File: src/rtl/cd_sched_pkg.sv
// cd_sched_pkg: shared state type, defaults and round-robin picker for countdown_scheduler.
package cd_sched_pkg;

    typedef enum logic [1:0] {IDLE, COUNT, DONE} state_t;

    localparam int NREQ_DEF = 4;
    localparam int DW_DEF   = 8;
    localparam int MAXN     = 32;

    typedef struct packed {
        logic       found;
        logic [4:0] sel;
    } pick_t;

    // First set bit of req scanning ptr, ptr+1, ... wrapping at n; lowest offset wins.
    function automatic pick_t rr_pick(input logic [MAXN-1:0] req, input int n, input int ptr);
        pick_t p;
        int idx;
        p = '0;
        for (int k = MAXN - 1; k >= 0; k--) begin
            if (k < n) begin
                idx = ptr + k;
                if (idx >= n) idx -= n;
                if (req[idx]) begin
                    p.found = 1'b1;
                    p.sel   = 5'(idx);
                end
            end
        end
        return p;
    endfunction

endpackage

File: src/rtl/cd_timer.sv
// cd_timer: loadable down counter that saturates at zero; load wins over dec.
module cd_timer #(
    parameter int DW = 8
) (
    input  logic          clk,
    input  logic          reset,
    input  logic          load,
    input  logic [DW-1:0] load_val,
    input  logic          dec,
    output logic [DW-1:0] count,
    output logic          zero
);

    logic [DW-1:0] r_count;

    always_ff @(posedge clk or negedge reset) begin
        if (!reset)
            r_count <= '0;
        else if (load)
            r_count <= load_val;
        else if (dec && r_count != '0)
            r_count <= r_count - 1'b1;
    end

    assign count = r_count;
    assign zero  = r_count == '0;

endmodule

File: src/rtl/countdown_scheduler.sv
// countdown_scheduler: round-robin shares one countdown timer among NREQ requesters,
// pulsing done to the owner when its count reaches zero.
module countdown_scheduler
    import cd_sched_pkg::*;
#(
    parameter int NREQ = NREQ_DEF,
    parameter int DW   = DW_DEF
) (
    input  logic             clk,
    input  logic             reset,
    input  logic [NREQ-1:0]    req,
    input  logic [NREQ*DW-1:0] load_val,
    input  logic             pause,
    output logic [NREQ-1:0]  grant,
    output logic             busy,
    output logic [DW-1:0]    count,
    output logic [NREQ-1:0]  done
);

    localparam int PW = $clog2(NREQ);

    state_t          r_state;
    logic [NREQ-1:0] r_grant;
    logic [NREQ-1:0] r_done;
    logic            r_busy;
    logic [PW-1:0]   r_ptr;
    logic [PW-1:0]   r_sel;

    pick_t           w_pick;
    logic [PW-1:0]   w_sel;
    logic            w_load;
    logic            w_dec;
    logic            w_zero;

    assign w_pick = rr_pick(MAXN'(req), NREQ, int'(r_ptr));
    assign w_sel  = PW'(w_pick.sel);
    assign w_load = r_state == IDLE && w_pick.found;
    assign w_dec  = r_state == COUNT && req[r_sel] && !pause;

    cd_timer #(.DW(DW)) u_timer (
        .clk      (clk),
        .reset    (reset),
        .load     (w_load),
        .load_val (load_val[w_sel*DW +: DW]),
        .dec      (w_dec),
        .count    (count),
        .zero     (w_zero)
    );

    always_ff @(posedge clk or negedge reset) begin
        if (!reset) begin
            r_state <= IDLE;
            r_grant <= '0;
            r_done  <= '0;
            r_busy  <= 1'b0;
            r_ptr   <= '0;
            r_sel   <= '0;
        end else begin
            case (r_state)
                IDLE: if (w_pick.found) begin
                    r_state <= COUNT;
                    r_grant <= NREQ'(1) << w_sel;
                    r_busy  <= 1'b1;
                    r_sel   <= w_sel;
                    r_ptr   <= (w_sel == PW'(NREQ - 1)) ? '0 : w_sel + 1'b1;
                end
                // An abort outranks pause so a dropped request always releases the timer.
                COUNT: if (!req[r_sel]) begin
                    r_state <= IDLE;
                    r_grant <= '0;
                    r_busy  <= 1'b0;
                end else if (!pause && w_zero) begin
                    r_state <= DONE;
                    r_done  <= r_grant;
                end
                default: begin
                    r_state <= IDLE;
                    r_done  <= '0;
                    r_grant <= '0;
                    r_busy  <= 1'b0;
                end
            endcase
        end
    end

    assign grant = r_grant;
    assign busy  = r_busy;
    assign done  = r_done;

endmodule

File: config.mk
export PLATFORM = sky130hd
export DESIGN_NAME = countdown_scheduler
export DESIGN_NICKNAME = d
export VERILOG_FILES = /design/src/rtl/cd_sched_pkg.sv /design/src/rtl/cd_timer.sv /design/src/rtl/countdown_scheduler.sv
export SDC_FILE = /design/constraint.sdc
export NUM_CORES = 1
export LEC_CHECK = 0
export CORE_MARGIN = 10
export CORE_UTILIZATION = 45
export DETAILED_ROUTE_END_ITERATION = 10
export GPL_TIMING_DRIVEN = 0
export PLACE_DENSITY = 0.86
export SLEW_MARGIN = 20
export SYNTH_ARGS = -nofsm -noshare
export SYNTH_HDL_FRONTEND = slang
export SYNTH_SLANG_ARGS = --single-unit
export TNS_END_PERCENT = 100
File: constraint.sdc
create_clock -name clk -period 6.7 [get_ports clk]
set_input_delay 0.67 -clock clk [delete_from_list [all_inputs] [get_ports clk]]
set_output_delay 0.67 -clock clk [all_outputs]
set_load 0.005 [all_outputs]
**Yosys cells after proc, flatten, opt, wreduce, memory -nomap -nowiden**

Cells that the tools add are included.

- Add/sub/neg operators: 9
- Shifts and indexed selects: 2
- Mux-type cells: 38
- Bitwise operators: 1
- $lt $le $gt $ge: 9
- Reductions and logical operators: 14
- Eq/ne operators: 7

Operator list:

| kind | count |
|---|---|
| less-than comparator 32 x 7 -> 1 bit (second input constant) | 4 |
| 2-to-1 mux 32 bit | 4 |
| indexed part select 32 x 6 -> 8 bit | 1 |
| 2-to-1 mux 6 bit | 4 |
| binary-select mux 1 bit (select 5 bit) | 4 |
| 2-to-1 mux 4 bit | 4 |
| 2-to-1 mux 8 bit | 2 |
| case mux 4 bit (2 select lines) | 2 |
| subtractor 3 x 3 -> 4 bit (second input constant) | 3 |
| 2-to-1 mux 1 bit | 11 |
| greater-or-equal comparator 3 bit (second input constant) | 3 |
| logical NOT 8 bit | 1 |
| 2-to-1 mux 2 bit | 4 |
| nonzero test 8 bit | 1 |
| subtractor 8 x 1 -> 8 bit (second input constant) | 1 |
| adder 2 x 2 -> 3 bit (second input constant) | 2 |
| AND reduction 2 bit | 3 |
| logical AND 1 bit | 5 |
| != test 2 x 1 -> 1 bit (second input constant) | 2 |
| != test 2 bit (second input constant) | 2 |
| case mux 2 bit (2 select lines) | 1 |
| << shifter 1 x 2 -> 4 bit (first input constant) | 1 |
| subtractor 2 x 3 -> 4 bit (second input constant) | 1 |
| adder 2 x 1 -> 3 bit (second input constant) | 1 |
| 13 further kinds | 13 |

- Bits of input ports: 39
- Output and inout bits: 17
- Logic and storage cells: 87
- Flip-flop bits (word level): 23

**Logic depth before layout (Yosys ltp)**

- Depth in word-level cells: 13
- Depth in mapped cells: 11
- Mapped depth without buffers: 9

**Hierarchy**

Synthesis repeated with hierarchy kept, for this count alone.

- Cell total of the unflattened synthesis: 171
- Area total of the unflattened synthesis: 1686.6 um2

By module, submodules not included:

| module | area each (um2) | times used | cells each | sequential area each (um2) |
|---|---|---|---|---|
| countdown_scheduler | 1158.6 | 1 | 113 | 375.4 |
| cd_timer | 528.0 | 1 | 58 | 200.2 |

**Worst setup path before layout**

OpenSTA, ideal clock, no wires.

- Path kind: flip-flop to flip-flop
- From: register r_ptr[0]
- To: register u_timer.r_count[3], in the netlist u_timer.count[3]
- Cell stages (with the launch flop): 11
- Arrival: 2771 ps
- Slack: 3810 ps
- Clock period less this slack: 2890 ps
- Required time: 6581 ps
- Path buffers: 1
- Setup time: 119 ps
- Cell sequence: dfrtp_1 > buf_6 > inv_1 > ha_1 > a21bo_2 > o2bb2ai_2 > a2111oi_4 > nor3_4 > inv_4 > mux4_2 > o21a_1

RTL lines:

| what | line | RTL |
|---|---|---|
| from (decl) | countdown_scheduler.sv:26 | `logic [PW-1:0] r_ptr;` |
| from (signal assigned) | countdown_scheduler.sv:65 | `r_ptr <= (w_sel == PW'(NREQ - 1)) ? '0 : w_sel + 1'b1;` |
| to (signal assigned) | cd_timer.sv:20 | `r_count <= load_val;` |
| to (signal assigned) | cd_timer.sv:22 | `r_count <= r_count - 1'b1;` |
| to (decl) | cd_timer.sv:14 | `logic [DW-1:0] r_count;` |

==> flow_metrics.env <==
export IMPL_synthArstFlopShare_pct=100.0
export IMPL_crit_required_ns=6.82
export IMPL_path_class="reg2reg"
export IMPL_numCtsBuffers=3
export IMPL_hold_path_class="in2async"
export IMPL_gr_total_overflow=0
export IMPL_ctsResizeCount=0
export IMPL_cp_end_kind="register"
export IMPL_drive_above_1_share_pct=11.30
export IMPL_rows=22
export IMPL_avgViaCountPerCell=5.836
export IMPL_synth_edf_count=0
export IMPL_finalPower_mw=1.128
export IMPL_postCtsSetupBuffers=0
export IMPL_io_buffers=55
export IMPL_clk_pin_slew_ns=0.08
export IMPL_cts_max_level=1
export IMPL_startpoint_type="register"
export IMPL_cts_buffer_depth=2
export IMPL_powerDensity_nw_per_um2=460.7
export IMPL_post_dp_cell_area_sq_um=2407
export IMPL_finalHoldViolations=0
export IMPL_synth_distinct_cells=56
export IMPL_final_max_slew_viol_count=0
export IMPL_synth_area_per_cell_sq_um=9.982
export IMPL_hold_buffers=0
export IMPL_synth_warnings=0
export IMPL_p_leak_nw=1.047
export IMPL_tightest_slew_ns=0.8595
export IMPL_grt_total_usage_pct=14.31
export IMPL_reg2reg_slack_ns=3.26
export IMPL_path_cells="buf_6 -> inv_1 -> ha_1 -> a21oi_1 -> a22oi_1 -> o221a_2 -> nor2_1 -> inv_1 -> a2111oi_0 -> a211oi_1"
export IMPL_netlist_instances=180
export IMPL_yosysSeqAreaShare_pct=32.03
export IMPL_wl_per_cell_um=17.50
export IMPL_syn2layout_area_growth_pct=36.28
export IMPL_synth_common_cells="dfrtp_1, nor2_1, mux2i_1, nand2_1, ha_1"
export IMPL_crit_fanout=10
export IMPL_status="complete, no violations"
export IMPL_r2r_cells=10
export IMPL_drc_errors=0
export IMPL_hpwl_um=4194
export IMPL_fin_crit_ns=3.440
export IMPL_dr_pass1_iters=4
export IMPL_antenna_found_initial=0
export IMPL_synth_nets=230
export IMPL_synthFlopType="dfrtp_1"
export IMPL_stdcell_area_sq_um=2449
export IMPL_clockRootBuffer="clkbuf_8"
export IMPL_postRouteAntennaNets=0
export IMPL_rr_startpoint="r_ptr[0]"
export IMPL_critPathMaxStageDelay_ns=0.54
export IMPL_ios=56
export IMPL_setup_violations=0
export IMPL_final_setup_skew_ns=0.001218
export IMPL_grt_pass1_vias=1703
export IMPL_wl_um=5022
export IMPL_synth_area_sq_um=1797
export IMPL_grt_max_degree=24
export IMPL_fin_tns_setup_ns=0
export IMPL_period_share_pct=51.34
export IMPL_grt_pass1_wl_um=8445
export IMPL_place_congestion=0.8735
export IMPL_cts_tree="built"
export IMPL_synth_seq_cells=23
export IMPL_start_util_pct=47.64
export IMPL_netlist_area_leader_share_pct=32.03
export IMPL_drt_iter0_markers=80
export IMPL_max_slew_margin_pct=41.95
export IMPL_clkSinkCount=23
export IMPL_peakVddDrop_v=0.0002150
export IMPL_worstReg2RegEnd="u_timer.count[1]"
export IMPL_cap_violations=0
export IMPL_crit_arrival_ns=3.56
export IMPL_antenna_cells=0
export IMPL_die_h_um=83.19
export IMPL_achievable_frequency_mhz=290.7
export IMPL_yosys_top_cells_area="dfrtp_1, ha_1, mux2i_1, nor2_1, mux2_2"
export IMPL_yosysTopAreaCell="dfrtp_1"
export IMPL_cpMostUsedCell="inv_1"
export IMPL_cp_slowest_cell="a2111oi_0"
export IMPL_dieArea_sq_um=6920
export IMPL_yosysMostFrequentCell="dfrtp_1"
export IMPL_dieWidth_um=83.19
export IMPL_core_area_sq_um=3771
export IMPL_vias=1675
export IMPL_clk_latency_ns=0.26
export IMPL_nNetsFinal=290
export IMPL_rsz0062_at_grt="no"
-- power by group --
group	internal, mW	switching (mW)
registers	0.194	0.0607
clock network	0.0415	0.0443
logic	0.371	0.417
-- metrics by stage --
step                std cells  setup slack (ns)  utilization, %  hold WS [ns]
finish                    287             3.260           64.93        0.3572
global placement          283             3.165           63.84        0.4692
global route              287             3.051           64.93        0.3911
floorplan                 180             3.810               -        0.3744
CTS                       287             3.272           65.06        0.4894
detailed placement        283             3.133           63.84        0.4714
-- area by class of cell --
| type | instances | area [sq um] |
|---|---|---|
| Tap cell | 48 | 60.06 |
| Clock buffer | 3 | 41.29 |
| Buffer | 7 | 51.30 |
| Fill cell | 325 | 1323 |
| Clock inverter | 1 | 5.005 |
| Timing Repair Buffer | 55 | 545.5 |
| Inverter | 7 | 28.78 |
| Sequential cell | 23 | 575.6 |
| Multi-Input combinational cell | 143 | 1141 |
-- critical path: cells and delay by family (launching register included) --
kind,cells,cell delay (ns)
compound gates,5,1.34
flops,1,0.48
fa+ha+maj,1,0.39
buf+inv,3,0.57
simple gates,1,0.50
-- state kept, by name (all words and copies together), names as in the netlist --
| name | flops |
|---|---|
| u_timer.count | 8 |
| grant | 4 |
| r_ptr | 2 |
| r_sel | 2 |
| r_state | 2 |
| done | 4 |
| busy | 1 |
-- worst max-delay path by stage --
stage | end | start
floorplan | u_timer.count[3] | r_ptr[0]
global placement | u_timer.count[3] | req[1]
global route | u_timer.count[1] | r_ptr[0]
finish | u_timer.count[1] | r_ptr[0]
detailed placement | u_timer.count[3] | req[1]
CTS | u_timer.count[4] | r_ptr[0]
-- metal layers --
metal  routed length (um)  global-route usage, %
met1                 2142                  17.53
met2                 2385                  23.11
met3                  458                  5.176
met4                   36                  3.538
met5                    0                      0
-- layout by cell type, fill, tap and decap left out, drive strengths merged, types with 2 or more instances in the layout --
cell	synthesis	final
ha	11	11
a21o	2	2
xor2	2	2
clkbuf	3	6
or4	2	2
mux4	2	2
a22o	4	4
mux2	5	5
o31a	3	3
o221a	2	2
a2111oi	6	6
nand2	13	13
a21oi	2	2
xnor2	3	3
inv	7	7
a211oi	5	5
dfrtp	23	23
clkdlybuf4s50	0	54
or3	3	3
buf	4	5
nor2	22	22
o31ai	2	2
a221oi	4	4
nor3	6	6
nand3	3	3
mux2i	14	14
o21ai	6	6
-- cells by family (layout without fill, tap and decap cells) --
group                    after synthesis  count (layout)  synth area share (%)
adder cells (fa/ha/maj)               11              11                 7.660
XOR/XNOR                               5               5                 2.438
flip-flops                            23              23                 32.03
AND/OR/NAND/NOR                       59              59                 16.71
AO/OA/AOI/OAI                         47              47                 23.05
multiplexers                          21              21                 13.65
buffers and inverters                 14              73                 4.456
Note: power is estimated with default switching activity, not from simulation.
